File: config.mk
export PLATFORM = sky130hd
export DESIGN_NAME = stlc_phase_sched
export DESIGN_NICKNAME = d
export VERILOG_FILES = /design/src/rtl/stlc_pkg.sv /design/src/rtl/stlc_cfg_regs.sv /design/src/rtl/stlc_phase_sched.sv
export SDC_FILE = /design/constraint.sdc
export NUM_CORES = 1
export LEC_CHECK = 0
export ABC_CLOCK_PERIOD_IN_PS = 3800
export CAP_MARGIN = 15
export CORE_UTILIZATION = 25
export DETAILED_ROUTE_END_ITERATION = 7
export SLEW_MARGIN = 20
export SYNTH_ARGS = -nofsm -noshare
export SYNTH_HDL_FRONTEND = slang
export SYNTH_SLANG_ARGS = --single-unit
File: constraint.sdc
create_clock -name clk -period 3.8 [get_ports clk]
set_clock_uncertainty 0.05 [all_clocks]
set_input_delay 0.76 -clock clk [delete_from_list [all_inputs] [get_ports clk]]
set_output_delay 0.76 -clock clk [all_outputs]
set_load 0.005 [all_outputs]
File: src/rtl/stlc_pkg.sv
// Shared types and constants for the two-road phase scheduler:
// lamp encodings, phase codes and timing-register addresses.
package stlc_pkg;

  localparam logic [2:0] LAMP_RED = 3'b100;
  localparam logic [2:0] LAMP_YEL = 3'b010;
  localparam logic [2:0] LAMP_GRN = 3'b001;

  typedef enum logic [2:0] {
    PH_INIT = 3'd0,
    PH_G1   = 3'd1,
    PH_Y1   = 3'd2,
    PH_AR1  = 3'd3,
    PH_G2   = 3'd4,
    PH_Y2   = 3'd5,
    PH_AR2  = 3'd6
  } phase_t;

  localparam logic [1:0] CFG_MIN_GREEN = 2'd0;
  localparam logic [1:0] CFG_MAX_GREEN = 2'd1;
  localparam logic [1:0] CFG_YELLOW    = 2'd2;
  localparam logic [1:0] CFG_ALL_RED   = 2'd3;

  // Returns {light1, light2} for a phase; anything not green/yellow shows red.
  function automatic logic [5:0] lamps_of(input phase_t ph);
    case (ph)
      PH_G1:   return {LAMP_GRN, LAMP_RED};
      PH_Y1:   return {LAMP_YEL, LAMP_RED};
      PH_G2:   return {LAMP_RED, LAMP_GRN};
      PH_Y2:   return {LAMP_RED, LAMP_YEL};
      default: return {LAMP_RED, LAMP_RED};
    endcase
  endfunction

endpackage

File: src/rtl/stlc_cfg_regs.sv
// Software-programmable phase timing registers. A written zero is stored
// as one so every phase lasts at least a cycle; reset beats a same-cycle write.
module stlc_cfg_regs
  import stlc_pkg::*;
#(
  parameter int CNT_W         = 8,
  parameter int MIN_GREEN_RST = 4,
  parameter int MAX_GREEN_RST = 16,
  parameter int YELLOW_RST    = 2,
  parameter int ALL_RED_RST   = 1
) (
  input  logic             clk,
  input  logic             rst,
  input  logic             cfg_we,
  input  logic [1:0]       cfg_addr,
  input  logic [CNT_W-1:0] cfg_data,
  output logic [CNT_W-1:0] min_green,
  output logic [CNT_W-1:0] max_green,
  output logic [CNT_W-1:0] yellow,
  output logic [CNT_W-1:0] all_red
);

  logic [CNT_W-1:0] wr_val;

  assign wr_val = (cfg_data == '0) ? CNT_W'(1) : cfg_data;

  always_ff @(posedge clk) begin
    if (rst) begin
      min_green <= CNT_W'(MIN_GREEN_RST);
      max_green <= CNT_W'(MAX_GREEN_RST);
      yellow    <= CNT_W'(YELLOW_RST);
      all_red   <= CNT_W'(ALL_RED_RST);
    end else if (cfg_we) begin
      case (cfg_addr)
        CFG_MIN_GREEN: min_green <= wr_val;
        CFG_MAX_GREEN: max_green <= wr_val;
        CFG_YELLOW:    yellow    <= wr_val;
        CFG_ALL_RED:   all_red   <= wr_val;
        default:       ;
      endcase
    end
  end

endmodule

File: src/rtl/stlc_phase_sched.sv
// Timed green/yellow/all-red scheduler for a two-road intersection with
// latched sensor requests and programmable phase lengths.
module stlc_phase_sched
  import stlc_pkg::*;
#(
  parameter int CNT_W         = 8,
  parameter int MIN_GREEN_RST = 4,
  parameter int MAX_GREEN_RST = 16,
  parameter int YELLOW_RST    = 2,
  parameter int ALL_RED_RST   = 1
) (
  input  logic             clk,
  input  logic             rst,
  input  logic             S1,
  input  logic             S2,
  input  logic             cfg_we,
  input  logic [1:0]       cfg_addr,
  input  logic [CNT_W-1:0] cfg_data,
  output logic [2:0]       light1,
  output logic [2:0]       light2,
  output logic [2:0]       phase,
  output logic [1:0]       req_pend
);

  localparam logic [CNT_W-1:0] ONE = CNT_W'(1);

  logic [CNT_W-1:0] min_green, max_green, yellow, all_red;
  logic [CNT_W-1:0] min_m1, max_m1, yel_m1, ar_m1;
  logic [CNT_W-1:0] tmr;
  phase_t           state, state_nxt;
  logic             req1, req2, req1_nxt, req2_nxt;

  stlc_cfg_regs #(
    .CNT_W         (CNT_W),
    .MIN_GREEN_RST (MIN_GREEN_RST),
    .MAX_GREEN_RST (MAX_GREEN_RST),
    .YELLOW_RST    (YELLOW_RST),
    .ALL_RED_RST   (ALL_RED_RST)
  ) u_cfg (
    .clk       (clk),
    .rst       (rst),
    .cfg_we    (cfg_we),
    .cfg_addr  (cfg_addr),
    .cfg_data  (cfg_data),
    .min_green (min_green),
    .max_green (max_green),
    .yellow    (yellow),
    .all_red   (all_red)
  );

  // Registers never hold zero, so these cannot underflow.
  assign min_m1 = min_green - ONE;
  assign max_m1 = max_green - ONE;
  assign yel_m1 = yellow - ONE;
  assign ar_m1  = all_red - ONE;

  always_comb begin
    state_nxt = state;
    case (state)
      PH_INIT: if (tmr == ar_m1) state_nxt = PH_G1;
      PH_G1:   if (tmr >= min_m1 && req2 && (!S1 || tmr >= max_m1)) state_nxt = PH_Y1;
      PH_Y1:   if (tmr == yel_m1) state_nxt = PH_AR1;
      PH_AR1:  if (tmr == ar_m1) state_nxt = PH_G2;
      PH_G2:   if (tmr >= min_m1 && req1 && (!S2 || tmr >= max_m1)) state_nxt = PH_Y2;
      PH_Y2:   if (tmr == yel_m1) state_nxt = PH_AR2;
      PH_AR2:  if (tmr == ar_m1) state_nxt = PH_G1;
      default: state_nxt = PH_INIT;
    endcase
  end

  // Entering a road's green serves its request; that clear beats a new set.
  always_comb begin
    req1_nxt = req1 | (S1 && state != PH_G1);
    req2_nxt = req2 | (S2 && state != PH_G2);
    if (state_nxt == PH_G1 && state != PH_G1) req1_nxt = 1'b0;
    if (state_nxt == PH_G2 && state != PH_G2) req2_nxt = 1'b0;
  end

  always_ff @(posedge clk) begin
    if (rst) begin
      state  <= PH_INIT;
      tmr    <= '0;
      req1   <= 1'b0;
      req2   <= 1'b0;
      light1 <= LAMP_RED;
      light2 <= LAMP_RED;
    end else begin
      state <= state_nxt;
      if (state_nxt != state) tmr <= '0;
      else if (tmr != '1)     tmr <= tmr + ONE;
      req1 <= req1_nxt;
      req2 <= req2_nxt;
      {light1, light2} <= lamps_of(state_nxt);
    end
  end

  assign phase    = state;
  assign req_pend = {req2, req1};

endmodule

* Word level (Yosys, flattened, before mapping)
Cells that the tools add are included.
W data, S select, Z words.
** Word-level totals
- Register bits :: 51
- Output and inout port bits :: 11
- Logic and storage cells :: 70
** Operators by class
- Add/sub/neg operators :: 5
- $lt $le $gt $ge :: 2
- Equal/unequal tests :: 19
- Multiplexer cells :: 9
- Bitwise logic cells :: 2
- Reductions and logical operators :: 23
** Operators with widths (number)
- $sub A8 B1 Y8 const B :: 4
- $pmux W6 S4 :: 1
- $mux W3 :: 6
- $pmux W3 S6 :: 1
- $eq A8 B8 Y1 :: 2
- $ge A8 B8 Y1 :: 2
- $eq A3 B3 Y1 const B :: 5
- $eq A3 B2 Y1 const B :: 3
- $add A8 B1 Y8 const B :: 1
- $logic_and A1 B1 Y1 :: 8
- $logic_not A8 Y1 :: 1
- $mux W8 :: 1
- $ne A8 B8 Y1 const B :: 1
- $reduce_and A2 Y1 :: 4
- $reduce_or A2 Y1 :: 4
- $eq A3 B1 Y1 const B :: 2
- $eq A2 B2 Y1 const B :: 2
- $logic_not A3 Y1 :: 1
- $ne A3 B1 Y1 const B :: 1
- $ne A3 B3 Y1 :: 1
- $ne A3 B3 Y1 const B :: 1
- $eq A2 B1 Y1 const B :: 1
- $logic_not A1 Y1 :: 2
- $logic_not A2 Y1 :: 1
- other kinds (2) :: 4

* Depth between registers and ports, before layout
- Word-level depth :: 9
- Mapped depth :: 15
- Mapped depth without buffers :: 14

* By module
From an unflattened synthesis, not the netlist that was laid out.
** Second synthesis, totals
- Cells, all modules :: 386
- Area total of the unflattened synthesis :: 3337.0 um2
** Modules (own cells, without submodules)
- stlc_phase_sched :: times used 1, cells an instance 256, area an instance 2130.8 um2
- stlc_cfg_regs :: times used 1, cells an instance 130, area an instance 1206.2 um2

* Worst setup path after synthesis
Ideal clock, no wire load.
- Path type :: register to register
- Start point :: register u_cfg.max_green[0]
- End point :: register light1[2]
- Arrival :: 2768 ps
- Setup slack :: 864 ps
- Cell stages (with the launch flop) :: 15
- Path buffers :: 0
- Clock period less this slack :: 2936 ps
- Path through :: dfxtp_1 inv_1 ha_1 nand2_1 nor3_1 xnor2_1 ha_1 a21oi_1 nor2b_1 or3b_2 o211ai_1 o21ai_0 nor4_4 nor3b_2 nor2_1
** Between the ends
- Longest elaborated chain between the ends :: 8
- Elaborated cells on any way between the ends :: 14
- Those cells by class :: add/sub: 1; order compare: 1; eq/ne: 4; mux: 4; reduce/logical: 4
** Ends and longest elaborated chain
- start: declaration :: line stlc_cfg_regs.sv:18 : output logic [CNT_W-1:0] max_green,
- start signal: assignment :: line stlc_cfg_regs.sv:30 : max_green <= CNT_W'(MAX_GREEN_RST);
- start signal: assignment :: line stlc_cfg_regs.sv:36 : CFG_MAX_GREEN: max_green <= wr_val;
- $sub A8 B1 Y8 (*) :: line stlc_phase_sched.sv:53 : assign max_m1 = max_green - ONE;
- $ge A8 B8 Y1 (*) :: line stlc_phase_sched.sv:61, stlc_phase_sched.sv:64
- $logic_or A1 B1 Y1 (on tied branches) :: line stlc_phase_sched.sv:64, stlc_phase_sched.sv:61
- $logic_and A1 B1 Y1 (on tied branches) :: line stlc_phase_sched.sv:64, stlc_phase_sched.sv:61
- $mux W3 (on tied branches) :: line stlc_phase_sched.sv:64, stlc_phase_sched.sv:61
- $pmux W3 S6 (*) :: line stlc_phase_sched.sv:59 : case (state)
- $eq A3 B3 Y1 (tied with other cells) :: line stlc_pkg.sv:26 : case (ph)
- $pmux W6 S4 (*) :: line stlc_pkg.sv:26
- end signal: assignment :: line stlc_phase_sched.sv:93 : {light1, light2} <= lamps_of(state_nxt);
- end: declaration :: line stlc_phase_sched.sv:19 : output logic [2:0] light1,
Mark *: on every way between the ends. The rest lies on a longest branch, timed or not.
A chain may end at the register's enable or synchronous reset.

* Worst setup path after layout
- Start point :: register u_cfg.min_green[0]
- End point :: register tmr[6]
** Between the ends
- Longest elaborated chain between the ends :: 8
- Elaborated cells on any way between the ends :: 11
- Those cells by class :: add/sub: 1; order compare: 1; eq/ne: 1; mux: 3; reduce/logical: 5
** Ends and longest elaborated chain
- start: declaration :: line stlc_cfg_regs.sv:17 : output logic [CNT_W-1:0] min_green,
- start signal: assignment :: line stlc_cfg_regs.sv:29 : min_green <= CNT_W'(MIN_GREEN_RST);
- start signal: assignment :: line stlc_cfg_regs.sv:35 : CFG_MIN_GREEN: min_green <= wr_val;
- $sub A8 B1 Y8 (*) :: line stlc_phase_sched.sv:52 : assign min_m1 = min_green - ONE;
- $ge A8 B8 Y1 (*) :: line stlc_phase_sched.sv:61, stlc_phase_sched.sv:64
- $logic_and A1 B1 Y1 (on tied branches) (2 in a row) :: line stlc_phase_sched.sv:64, stlc_phase_sched.sv:61
- $mux W3 (on tied branches) :: line stlc_phase_sched.sv:64, stlc_phase_sched.sv:61
- $pmux W3 S6 (*) :: line stlc_phase_sched.sv:59
- $ne A3 B3 Y1 (*) :: line stlc_phase_sched.sv:89 : if (state_nxt != state) tmr <= '0;
- $reduce_or A2 Y1 (no line) (*)
- end signal: assignment :: line stlc_phase_sched.sv:90 : else if (tmr != '1) tmr <= tmr + ONE;
- end: declaration :: line stlc_phase_sched.sv:29 : logic [CNT_W-1:0] tmr;
Marked as above.

==> flow_summary.toml <==
[critical_path]
crit_cells = 14
crit_path_end = "tmr[6]"
worstPathCellList = "inv_1 > ha_1 > nand2_1 > nor3_1 > xnor2_1 > ha_1 > a21oi_1 > nand2_1 > a221o_1 > o311a_1 > a22oi_2 > o221ai_1 > or3b_1 > nor3_4"
startpoint = "u_cfg.min_green[0]"
r2r_slack_ps = 520
critPathCaptureType = "register"
cp.buffers_inverters = 1
required_ps = 3960
crit_family = "simple AND/OR/NAND/NOR gates"
cp_slowest_stage_delay_ps = 620
worstSetupPathType = "register to register"
worstRegToRegCells = 14
r2r_end = "tmr[6]"
cp_max_fo = 8
cpMaxStageDelayCell = "or3b_1"
critical_path_arrival_ps = 3430
r2r-start = "u_cfg.min_green[0]"
start_kind = "register"

[final_layout]
layout-drive-gt1-share = 0.0811
diodes = 0
synthToLayoutAreaGrowth_pct = 16.4
stdcell_area_mm2 = 0.00373
fin_nets = 442
final_util = 0.304

[synth]
synth-edff-count = 0
seq_area_frac_synth = 0.319
synth.area.top_cells = "dfxtp_1, ha_1, nand2_1"
postSynthAreaPerCell_um2 = 8.17
syn-num-nets = 428
yosys.area.top_type = "dfxtp_1"
netlist_instances = 392
ys_seq_elements = 51
yosys_warnings = 0
synth_top_area_share = 0.319
ys.flop_type = "dfxtp_1"
synth.most_common_cell = "nand2_1"
synthArstFlopShare = 0
syn_area_mm2 = 0.00320
synthTopCellsByCount = "nand2_1, dfxtp_1, nor2_1"
ys_types = 58

[cts]
postCtsSetupRepairBufs = 0
cts_resized = 0
htreeDepth = 2
clockBufferDepth = 2
cts-root-buf = "clkbuf_16"
cts_buffers = 5
clkSinkCount = 51
holdBufCountCts = 0
path_clk_slew_ps = 70
cts_tree = "built"
clkLatencyLatePin_ps = 280

[routing]
route.detailed.drc = 0
postRouteAntennaNets = 0
wl_per_cell_um = 12.8
first_iter_violations = 117
drt_pass1_iterations = 4
num_vias = 2711
viasPerCell = 4.71
wl_um = 7370

[sta]
drv_slew = 0
tightest_slew_ps = 593
period_needed_ps = 3280
rsz0062_at_grt = "false"
hold-worst-slack_ps = 426
finalSetupTns_ps = 0
fmax_mhz = 305
period_share = 0.862
finalHoldViolCount = 0
maxSlewHeadroom = 0.601
setup_viol = 0

[die]
num_rows = 40
ios = 26
core-area_mm2 = 0.0123
fp.dieH_um = 115
die_w_um = 115
initial_utilization = 0.261
dieArea_mm2 = 0.0133

[global_route]
grt_start_max_net_pins = 34
grt_pass1_wl_um = 12300
grt_antenna_before_repair = 0
grt_pass1_vias = 2533
globalRoute.totalOverflow = 0
gr-usage-all-layers = 0.118

[placement]
portBuffers = 25
dp_hpwl_um = 5710
globalplace.congestion = 0.864
place_area_mm2 = 0.00356

[run_status]
status = "finished, final reports clean"

[pwr]
pwr_density_cell_mw_per_mm2 = 402
power.leakage_nw = 1.37
irDropWorstVdd_mv = 0.200

[hold_path]
hold_class = "register to register"
hold-path-cell-count = 2

[flow_run]
maxCapViolCount = 0
[stage by stage]
stage | instances | total power, mW | setup slack, ps
after floorplan | 392 | 0.896 | 864
after global placement | 567 | 0.996 | 641
after detailed placement | 567 | 1.01 | 573
after CTS | 575 | 1.52 | 511
after global routing | 575 | 1.59 | 306
final | 575 | 1.50 | 523
[power breakdown]
part	total, mW	internal (mW)	switching, mW
sequential	0.620	0.572	0.0483
clock	0.504	0.313	0.191
combinational	0.375	0.181	0.194
[tightest hold or removal path: stages (launching register included)]
cell and delay [ps]:
dfxtp_1 320, nand2_1 60, a21oi_1 50
[worst min path at each step]
| stage | start | endpoint | slack (ps) |
|---|---|---|---|
| 2_1_floorplan | u_cfg.all_red[7] | u_cfg.all_red[7] | 400 |
| 5_1_grt | u_cfg.max_green[7] | u_cfg.max_green[7] | 460 |
| 4_1_cts | u_cfg.max_green[7] | u_cfg.max_green[7] | 430 |
| 3_5_place_dp | u_cfg.max_green[7] | u_cfg.max_green[7] | 420 |
| 6_report | u_cfg.max_green[1] | u_cfg.max_green[1] | 430 |
| 3_3_place_gp | u_cfg.max_green[1] | u_cfg.max_green[1] | 410 |
[state kept, by name, indices dropped and copies added (netlist names)]
| name | count |
|---|---|
| u_cfg.min_green | 8 |
| phase | 3 |
| req2 | 1 |
| u_cfg.max_green | 8 |
| u_cfg.all_red | 8 |
| tmr | 8 |
| light2 | 3 |
| req1 | 1 |
| u_cfg.yellow | 8 |
| light1 | 3 |
[cell type report]
class,instances,area [um^2]
clock buffer,6,129
multi-input combinational,302,1990
sequential,51,1020
inverter,18,67.6
clock inverter,2,38.8
tap,168,210
fill,1296,8530
timing repair buffer,28,273
[routing by layer]
metal | part of all wire | GRT usage | vias to the layer above
met2 | 0.47 | 0.198 | 42
met4 | 0.022 | 0.0407 | 0
met1 | 0.48 | 0.153 | 1267
li1 | - | - | 1391
met5 | 0 | 0 | -
met3 | 0.024 | 0.0185 | 11
[logic make-up after synthesis]
logic type / synth area share
AND/OR/NAND/NOR: 0.277
XOR/XNOR: 0.0957
AO/OA/AOI/OAI: 0.135
flip-flops: 0.319
multiplexers: 0.0285
adder cells (fa/ha/maj): 0.0851
buffers and inverters: 0.0605
[placed cells by master, fill, tap and decap left out, types with 10 or more instances in the layout]
cell type,n
ha_1,21
clkdlybuf4s50_1,25
nand3_1,17
a21oi_1,29
nor2_1,33
xor2_1,12
nor4_1,10
xnor2_1,23
dfxtp_1,51
nand2_1,56
nor3_1,12
inv_1,18
Note: power is estimated with default switching activity, not from simulation.
